**src/rtl/pcgen_pkg.sv**
```systemverilog
// Shared types and constants for the fetch-PC generator and its branch target buffer.
package pcgen_pkg;

   localparam int          PC_MAX_W       = 64;
   localparam logic [63:0] PCINIT_DEFAULT = 64'h8000_0000;

   // 2-bit direction counter encoding; bit 1 is the taken prediction
   localparam logic [1:0] SNT = 2'd0;
   localparam logic [1:0] WNT = 2'd1;
   localparam logic [1:0] WT  = 2'd2;
   localparam logic [1:0] ST  = 2'd3;

   typedef struct packed {
      logic                valid;
      logic [PC_MAX_W-1:0] tag;
      logic [PC_MAX_W-1:0] target;
      logic [1:0]          ctr;
   } btb_entry_t;

endpackage

```
**src/rtl/pcgen_btb.sv**
```systemverilog
// Direct-mapped branch target buffer: combinational lookup on the fetch PC, training from execute.
module pcgen_btb
   import pcgen_pkg::*;
#(
   parameter int PC_WIDTH    = 64,
   parameter int BTB_ENTRIES = 16
) (
   input  logic                clk,
   input  logic                reset,
   input  logic [PC_WIDTH-3:0] lookup_word,
   output logic                pred_taken,
   output logic [PC_WIDTH-1:0] pred_target,
   input  logic                upd_valid,
   input  logic [PC_WIDTH-3:0] upd_word,
   input  logic                upd_taken,
   input  logic [PC_WIDTH-1:0] upd_target
);

   localparam int IDX   = $clog2(BTB_ENTRIES);
   localparam int TAG_W = PC_WIDTH - 2 - IDX;

   logic [BTB_ENTRIES-1:0] valid_q;
   btb_entry_t             entries_q [BTB_ENTRIES];

   logic [IDX-1:0]   lk_idx;
   logic [IDX-1:0]   up_idx;
   logic [TAG_W-1:0] lk_tag;
   logic [TAG_W-1:0] up_tag;
   btb_entry_t       lk_entry;
   btb_entry_t       up_entry;
   logic             lk_hit;
   logic             up_hit;

   function automatic logic [1:0] ctr_inc(input logic [1:0] c);
      return (c == ST) ? ST : c + 2'd1;
   endfunction

   function automatic logic [1:0] ctr_dec(input logic [1:0] c);
      return (c == SNT) ? SNT : c - 2'd1;
   endfunction

   assign lk_idx = lookup_word[IDX-1:0];
   assign lk_tag = lookup_word[PC_WIDTH-3:IDX];
   assign up_idx = upd_word[IDX-1:0];
   assign up_tag = upd_word[PC_WIDTH-3:IDX];

   // Valid bits live in their own resettable vector; the payload array carries no reset
   always_comb begin
      lk_entry       = entries_q[lk_idx];
      lk_entry.valid = valid_q[lk_idx];
      lk_hit         = lk_entry.valid && (lk_entry.tag == PC_MAX_W'(lk_tag));
      up_entry       = entries_q[up_idx];
      up_entry.valid = valid_q[up_idx];
      up_hit         = up_entry.valid && (up_entry.tag == PC_MAX_W'(up_tag));
   end

   assign pred_taken  = lk_hit & lk_entry.ctr[1];
   assign pred_target = lk_hit ? lk_entry.target[PC_WIDTH-1:0] : '0;

   always_ff @(posedge clk or negedge reset) begin
      if (!reset) begin
         valid_q <= '0;
      end else if (upd_valid && upd_taken && !up_hit) begin
         valid_q[up_idx] <= 1'b1;
      end
   end

   // Lookup reads the pre-update payload; training lands at the edge
   always_ff @(posedge clk) begin
      if (upd_valid) begin
         if (up_hit) begin
            if (upd_taken) begin
               entries_q[up_idx].ctr    <= ctr_inc(up_entry.ctr);
               entries_q[up_idx].target <= PC_MAX_W'(upd_target);
            end else begin
               entries_q[up_idx].ctr <= ctr_dec(up_entry.ctr);
            end
         end else if (upd_taken) begin
            entries_q[up_idx] <= '{valid:  1'b1,
                                   tag:    PC_MAX_W'(up_tag),
                                   target: PC_MAX_W'(upd_target),
                                   ctr:    WT};
         end
      end
   end

endmodule

```
**src/rtl/pcgen.sv**
```systemverilog
// Fetch-PC generator: PC register and next-PC priority select (trap, redirect, stall, BTB, sequential).
module pcgen
   import pcgen_pkg::*;
#(
   parameter int                  PC_WIDTH    = 64,
   parameter logic [PC_WIDTH-1:0] PCINIT      = PC_WIDTH'(PCINIT_DEFAULT),
   parameter int                  FETCH_WIDTH = 1,
   parameter int                  BTB_ENTRIES = 16
) (
   input  logic                clk,
   input  logic                reset,
   input  logic                stallpc,
   input  logic                trap_valid,
   input  logic [PC_WIDTH-1:0] trap_target,
   input  logic                redirect_valid,
   input  logic [PC_WIDTH-1:0] redirect_target,
   input  logic                upd_valid,
   input  logic [PC_WIDTH-1:0] upd_pc,
   input  logic                upd_taken,
   input  logic [PC_WIDTH-1:0] upd_target,
   output logic [PC_WIDTH-1:0] pc,
   output logic                pred_taken,
   output logic [PC_WIDTH-1:0] pred_target
);

   localparam logic [PC_WIDTH-1:0] STEP = PC_WIDTH'(FETCH_WIDTH * 4);

   logic [PC_WIDTH-1:0] pc_p0;
   logic [PC_WIDTH-1:0] pc_nxt;
   logic                unused_upd_lsb;

   assign unused_upd_lsb = ^upd_pc[1:0];

   pcgen_btb #(
      .PC_WIDTH    (PC_WIDTH),
      .BTB_ENTRIES (BTB_ENTRIES)
   ) u_btb (
      .clk         (clk),
      .reset       (reset),
      .lookup_word (pc_p0[PC_WIDTH-1:2]),
      .pred_taken  (pred_taken),
      .pred_target (pred_target),
      .upd_valid   (upd_valid),
      .upd_word    (upd_pc[PC_WIDTH-1:2]),
      .upd_taken   (upd_taken),
      .upd_target  (upd_target)
   );

   always_comb begin
      pc_nxt = pc_p0 + STEP;
      if (trap_valid) begin
         pc_nxt = trap_target;
      end else if (redirect_valid) begin
         pc_nxt = redirect_target;
      end else if (stallpc) begin
         pc_nxt = pc_p0;
      end else if (pred_taken) begin
         pc_nxt = pred_target;
      end
   end

   // p0: architectural fetch PC
   always_ff @(posedge clk or negedge reset) begin
      if (!reset) begin
         pc_p0 <= PCINIT;
      end else begin
         pc_p0 <= pc_nxt;
      end
   end

   assign pc = pc_p0;

endmodule

```
**config.mk**
```make
export PLATFORM = sky130hd
export DESIGN_NAME = pcgen
export DESIGN_NICKNAME = d
export VERILOG_FILES = /design/src/rtl/pcgen_pkg.sv /design/src/rtl/pcgen_btb.sv /design/src/rtl/pcgen.sv
export SDC_FILE = /design/constraint.sdc
export NUM_CORES = 2
export LEC_CHECK = 0
export CORE_ASPECT_RATIO = 1.25
export CORE_MARGIN = 2
export CORE_UTILIZATION = 50
export CTS_CLUSTER_DIAMETER = 30
export DETAILED_ROUTE_END_ITERATION = 8
export GPL_TIMING_DRIVEN = 0
export PLACE_DENSITY = 0.68
export SYNTH_ARGS = -nofsm -noshare
export SYNTH_HDL_FRONTEND = slang
export SYNTH_SLANG_ARGS = --single-unit
```
**constraint.sdc**
```tcl
create_clock -name clk -period 16.6 [get_ports clk]
set_input_delay 2.49 -clock clk [delete_from_list [all_inputs] [get_ports clk]]
set_output_delay 2.49 -clock clk [all_outputs]
set_load 0.05 [all_outputs]
```
# == After elaboration in Yosys (flattened, before gate mapping) ==
# Memories as Yosys holds them, arrays and structs flattened.
# Index checks and enable logic that the tools add are counted.
# totals
register_bits,80
mem_bits_rw,1984
wordCells,52
mem_count,1
# memory_table
name,depth,word_bits,read_ports,rd_clocked_by_memory_dff,write_ports,line_no,source
u_btb.entries_q,16,124,2,0,1,pcgen_btb.sv:23,btb_entry_t entries_q [BTB_ENTRIES];
# classes
add_sub_neg,3
order_cmp,3
eq_ne,4
muxes,27
bitwise,5
reduce_logical,7
# op_table
op,count
2-to-1 mux 64 bit,6
== test 64 x 58 -> 1 bit,2
adder 64 x 3 -> 64 bit (second input constant),1
OR 16 bit,1
2-to-1 mux 1 bit,14
less-than comparator 4 x 5 -> 1 bit (second input constant),2
binary-select mux 1 bit (select 4 bit),2
2-to-1 mux 2 bit,4
logical AND 1 bit,5
demux 1 bit (select 4 bit),1
>= comparator 4 x 1 -> 1 bit (second input constant),1
!= test 3 x 1 -> 1 bit (second input constant),1
OR 1 bit,3
adder 2 x 1 -> 2 bit (second input constant),1
== test 2 bit (second input constant),1
logical NOT 2 bit,1
subtractor 2 x 1 -> 2 bit (second input constant),1
AND 1 bit,1
logical NOT 1 bit,1

# == Logic depth before layout (Yosys ltp) ==
# logic_depth
depth_word,8
depth_mapped,18

# == By module ==
# From an unflattened synthesis, not the netlist that was laid out.
# unflattened
hier_cells,4667
area_unflattened_um2,91121.1
# by_module_without_submodules
module,n_inst,cells_per_inst,area_each_um2
pcgen_btb,1,3955,85657.2
pcgen,1,712,5464.0

# == Worst setup path before layout ==
# Ideal clock, no wire load.
# synth_timing
path_kind,input port to flip-flop
from,input upd_pc[3]
to,memory u_btb.entries_q[2][10] in the netlist's numbering (enable)
setup_ps,564
arrival_time_ps,8989
setup_slack_ps,7047
cell_stages,9
n_path_buf,6
cell_sequence,buf_2 > buf_2 > buf_1 > buf_2 > clkbuf_1 > clkbuf_1 > nor2b_1 > nand2_1 > nor3_1
# synth_via
elab_chain_len,7
elab_cells_between_ends,12
classes_between,eq/ne (1); mux (8); bitwise (1); reduce/logical (1); memory (1)
# synth_rtl
element,line_no,source
"start, declared",pcgen.sv:18,"input logic [PC_WIDTH-1:0] upd_pc,"
memory (16 x 124 bit) / binary-select mux 1 bit (select 4 bit) (equally long branches),--,
== test 64 x 58 -> 1 bit / 2-to-1 mux 1 bit (equally long branches),"pcgen_btb.sv:54, pcgen_btb.sv:53",
logical AND 1 bit,pcgen_btb.sv:54,up_hit = up_entry.valid && (up_entry.tag == PC_MAX_W'(up_tag));
2-to-1 mux 1 bit,pcgen_btb.sv:71,if (up_hit) begin
2-to-1 mux 1 bit,pcgen_btb.sv:70,if (upd_valid) begin
2-to-1 mux 1 bit (on tied branches),"pcgen_btb.sv:74, pcgen_btb.sv:79",
OR 1 bit (no line),--,
"end, declared",pcgen_btb.sv:23,
# Several ways; a longest one is shown, not always the timed one. The select of a mux whose other input is x is not followed.

# == Worst setup path after layout ==
# layout_timing
from,"register pc_p0[4], in the netlist pc[4]"
to,output pred_target[34]
# layout_via
elab_chain_len,4
elab_cells_between_ends,6
classes_between,eq/ne (1); mux (3); reduce/logical (1); memory (1)
# layout_rtl
element,line_no,source
"start, declared",pcgen.sv:28,logic [PC_WIDTH-1:0] pc_p0;
"start signal, assigned",pcgen.sv:67,pc_p0 <= pc_nxt;
memory (16 x 124 bit) / binary-select mux 1 bit (select 4 bit) (equally long branches),--,
== test 64 x 58 -> 1 bit / 2-to-1 mux 1 bit (equally long branches),"pcgen_btb.sv:51, pcgen_btb.sv:50",
logical AND 1 bit,pcgen_btb.sv:51,lk_hit = lk_entry.valid && (lk_entry.tag == PC_MAX_W'(lk_tag));
2-to-1 mux 64 bit *,pcgen_btb.sv:58,assign pred_target = lk_hit ? lk_entry.target[PC_WIDTH-1:0] : '0;
"end, declared",pcgen.sv:23,output logic [PC_WIDTH-1:0] pred_target
# Every way passes the cells marked *; elsewhere a longest branch is shown, timed or not. The select of a mux whose other input is x is not followed.

==> results.md <==
* Routed WL per cell at 44.94 µm
* Worst Path Max Fanout at 10
* Clock Sink Count at 2064
* CTS tree: yes
* Final nets at 6072
* Floorplan core area at 183700 µm²
* Antenna Nets Post-Route at 0
* HPWL Detailed at 275700 µm
* Share of layout cells above drive strength 1 at 29.54%
* Status: complete, but fails checks
* Final Max Slew Viols at 66
* Row count at 176
* Synth cell types at 91
* WS Path Type: flip-flop to output pin
* Worst-path cell chain: buf_4 > buf_2 > clkbuf_1 > nand2b_1 > o21a_1 > o21ai_0 > a32oi_1 > a2111oi_0 > and4_1 > buf_2 > and4_1 > buf_2 > clkbuf_1 > and2_1 > clkdlybuf4s50_1
* Crit path launch type: flip-flop
* Hold buffer count at CTS at 0
* #FFs+latches synth at 2064
* Fin. Hold Viols at 0
* CTS clk-pin slew, worst paths at 0.05 ns
* Synthesized netlist cell count at 4911
* Yosys warns at 0
* Overall Power at 15.70 mW
* Worst EP required at 14.11 ns
* Die area at 187800 µm²
* Finish-stage setup viols at 0
* Tightest Pin Transition at 1.637 ns
* Vias in the first global route at 59680
* Maximum VDD drop at 0.0001091 V
* First drt pass iteration count at 8
* Syn Nets at 5175
* Die width at 388.0 µm
* Fraction of registers with async set/reset at 3.876%
* Overall Global Routing Usage at 40.78%
* Commonest non-fill, non-tap cell in the layout: edfxtp_1
* Fin crit period at 12.28 ns
* Power per standard cell area at 137.3 nW/µm²
* RSZ-0062 raised after global routing: no
* Top-Level Pins at 392
* Most frequent cells in the layout: edfxtp_1, mux4_2, clkdlybuf4s50_1, clkbuf_16, mux2i_1
* Mapped Area at 92150 µm²
* DRT iter0 DRCs at 9565
* Vias per inst at 7.075
* Clk_lat worst skew at 1.01 ns
* CTS Buffer Depth at 4
* Worst rel slew slack at -9.150%
* CP dominant cell by count: buf_2
* H-tree depth at 5
* Max Freq at 0.08146 GHz
* Violated checks: max-capacitance violations, max-slew violations
* # resized after CTS at 0
* Largest net degree at the start of global routing at 57
* TritonCTS Buffers at 375
* CP max stage delay at 1.19 ns
* EDFF count, synth at 1984
* Initial core utilization at 50.17%
* DRC viols at 0
* Post-CTS Repair Setup Buffers at 0
* CP delay by family, top: buffers and inverters
* GRT overflow at 0
* Clock root buffer: clkbuf_16
* Worst path arrival time at 9.79 ns
* Layout Skew at 0.1111 ns
* Slowest CP cell: clkbuf_1
* GP Congestion at 1.039
* Vias at 60440
* Overall routed net length at 383900 µm
* Post-Route Setup TNS at 0 ns
* Area grow syn2layout at 24.04%
* Synth Flop Type: edfxtp_1
* Worst hold path class: flip-flop to flip-flop
* Critical Path End Type: output pin
* Fillers at 12910
* Die H at 484.0 µm
* Initial antenna violation count at 52
* Seq/Total Area, Yosys at 66.83%
* Max Cap Viol at 6
* First-pass GRT wire length at 511200 µm
* Tcrit/Tclk final at 73.95%
* Mean Syn Cell Area at 18.76 µm²
* P_leak at 37.75 nW
* Worst path bufs/invs at 7
* I/O Buffers at 385
-- state kept, by name, summed over array words and instances (netlist names) --
register         cells
pc                  64
u_btb.valid_q       16
u_btb.entries_q   1984
-- synthesized netlist by cell type, drive strengths merged, types with 7 or more instances --
| cell | count | share of area [%] |
|---|---|---|
| nand2b | 18 | 0.12 |
| buf | 193 | 1.3 |
| edfxtp | 1984 | 65 |
| nor2 | 227 | 0.92 |
| nand2 | 151 | 0.62 |
| a32oi | 7 | 0.067 |
| or2 | 11 | 0.075 |
| dfrtp | 79 | 2.1 |
| nor4 | 32 | 0.22 |
| a221oi | 17 | 0.20 |
| and2 | 72 | 0.49 |
| o21ai | 107 | 0.58 |
| o21a | 9 | 0.073 |
| a21o | 10 | 0.081 |
| a31oi | 33 | 0.22 |
| o22ai | 59 | 0.40 |
| nor2b | 19 | 0.13 |
| o21bai | 15 | 0.12 |
| xor2 | 47 | 0.45 |
| mux2i | 237 | 2.6 |
| a21oi | 172 | 0.93 |
| and4 | 12 | 0.11 |
| clkbuf | 157 | 0.64 |
| a311oi | 14 | 0.13 |
| nand3 | 44 | 0.25 |
| and3 | 17 | 0.12 |
| nand4 | 19 | 0.14 |
| nor3 | 41 | 0.23 |
| inv | 27 | 0.11 |
| a22oi | 42 | 0.34 |
| xnor2 | 77 | 0.73 |
| a2111oi | 9 | 0.087 |
| a211oi | 22 | 0.18 |
| mux4 | 767 | 19 |
| mux2 | 69 | 0.87 |
-- logic make-up (layout without fill, tap and decap cells) --
kind of cell,after synthesis,in the layout,synth area share (%)
DFF,2064,2064,66.83
muxes,1073,1073,22.19
and+or+nand+nor,687,687,3.654
AOI/OAI and AO/OA,583,583,4.087
buffers and inverters,379,1569,2.050
xor gates and xnor gates,124,124,1.179
adders and majority gates,1,1,0.01358
other,0,38,0
-- report_power, final --
| part | leakage [nW] | switching, mW | internal, mW |
|---|---|---|---|
| clock network | 6.07 | 2.74 | 4.92 |
| registers | 18.8 | 0.0984 | 5.81 |
| logic | 12.9 | 1.42 | 0.708 |
-- stage by stage --
stage | utilization (%) | area, µm² | cells | setup WS, ns | hold WS (ns)
2_1_floorplan | - | 92150 | 4911 | 7.047 | 0.4387
3_3_place_gp | 53.91 | 99010 | 7699 | -2.929 | 0.4603
3_5_place_dp | 55.31 | 101600 | 7834 | 5.661 | 0.4818
4_1_cts | 62.18 | 114200 | 8504 | 4.790 | 0.4891
5_1_grt | 62.19 | 114200 | 8506 | 4.496 | 0.5268
6_report | 62.24 | 114300 | 8542 | 4.324 | 0.4967
-- per-layer routing --
layer	up-vias	share of wire, %	track usage [%]
met5	-	0.080	0
met4	44	8.4	28.47
met3	1179	13	14.10
met2	5211	46	62.15
met1	31490	33	48.86
li1	22520	-	-
-- final cells by class --
| cell class | instances | area [µm²] | share of cell area (%) |
|---|---|---|---|
| buffer | 350 | 1792 | 1.568 |
| antenna | 38 | 95.09 | 0.08320 |
| timing repair buffer | 520 | 6186 | 5.412 |
| clock buffer | 412 | 9733 | 8.516 |
| inverter | 29 | 110.1 | 0.09633 |
| tap | 2403 | 3007 | 2.631 |
| clock inverter | 258 | 2882 | 2.521 |
| multi-input combinational | 2468 | 28910 | 25.30 |
| sequential | 2064 | 61580 | 53.88 |
-- final timing paths --
| kind | start | end | slack [ns] | cells after the start |
|---|---|---|---|---|
| worst max register to register | pc[4] | pc[13] | 8.77 | 14 |
| worst min register to register | u_btb.valid_q[13] | u_btb.valid_q[13] | 0.50 | 1 |
| max in group asynchronous | reset | u_btb.valid_q[1] | 14.31 | 2 |
| min in group asynchronous | reset | pc[49] | 1.44 | 1 |
| worst max-delay path | pc[4] | pred_target[34] | 4.32 | 15 |
| worst min-delay path | u_btb.valid_q[13] | u_btb.valid_q[13] | 0.50 | 1 |
(Power assumes the default switching activity.)
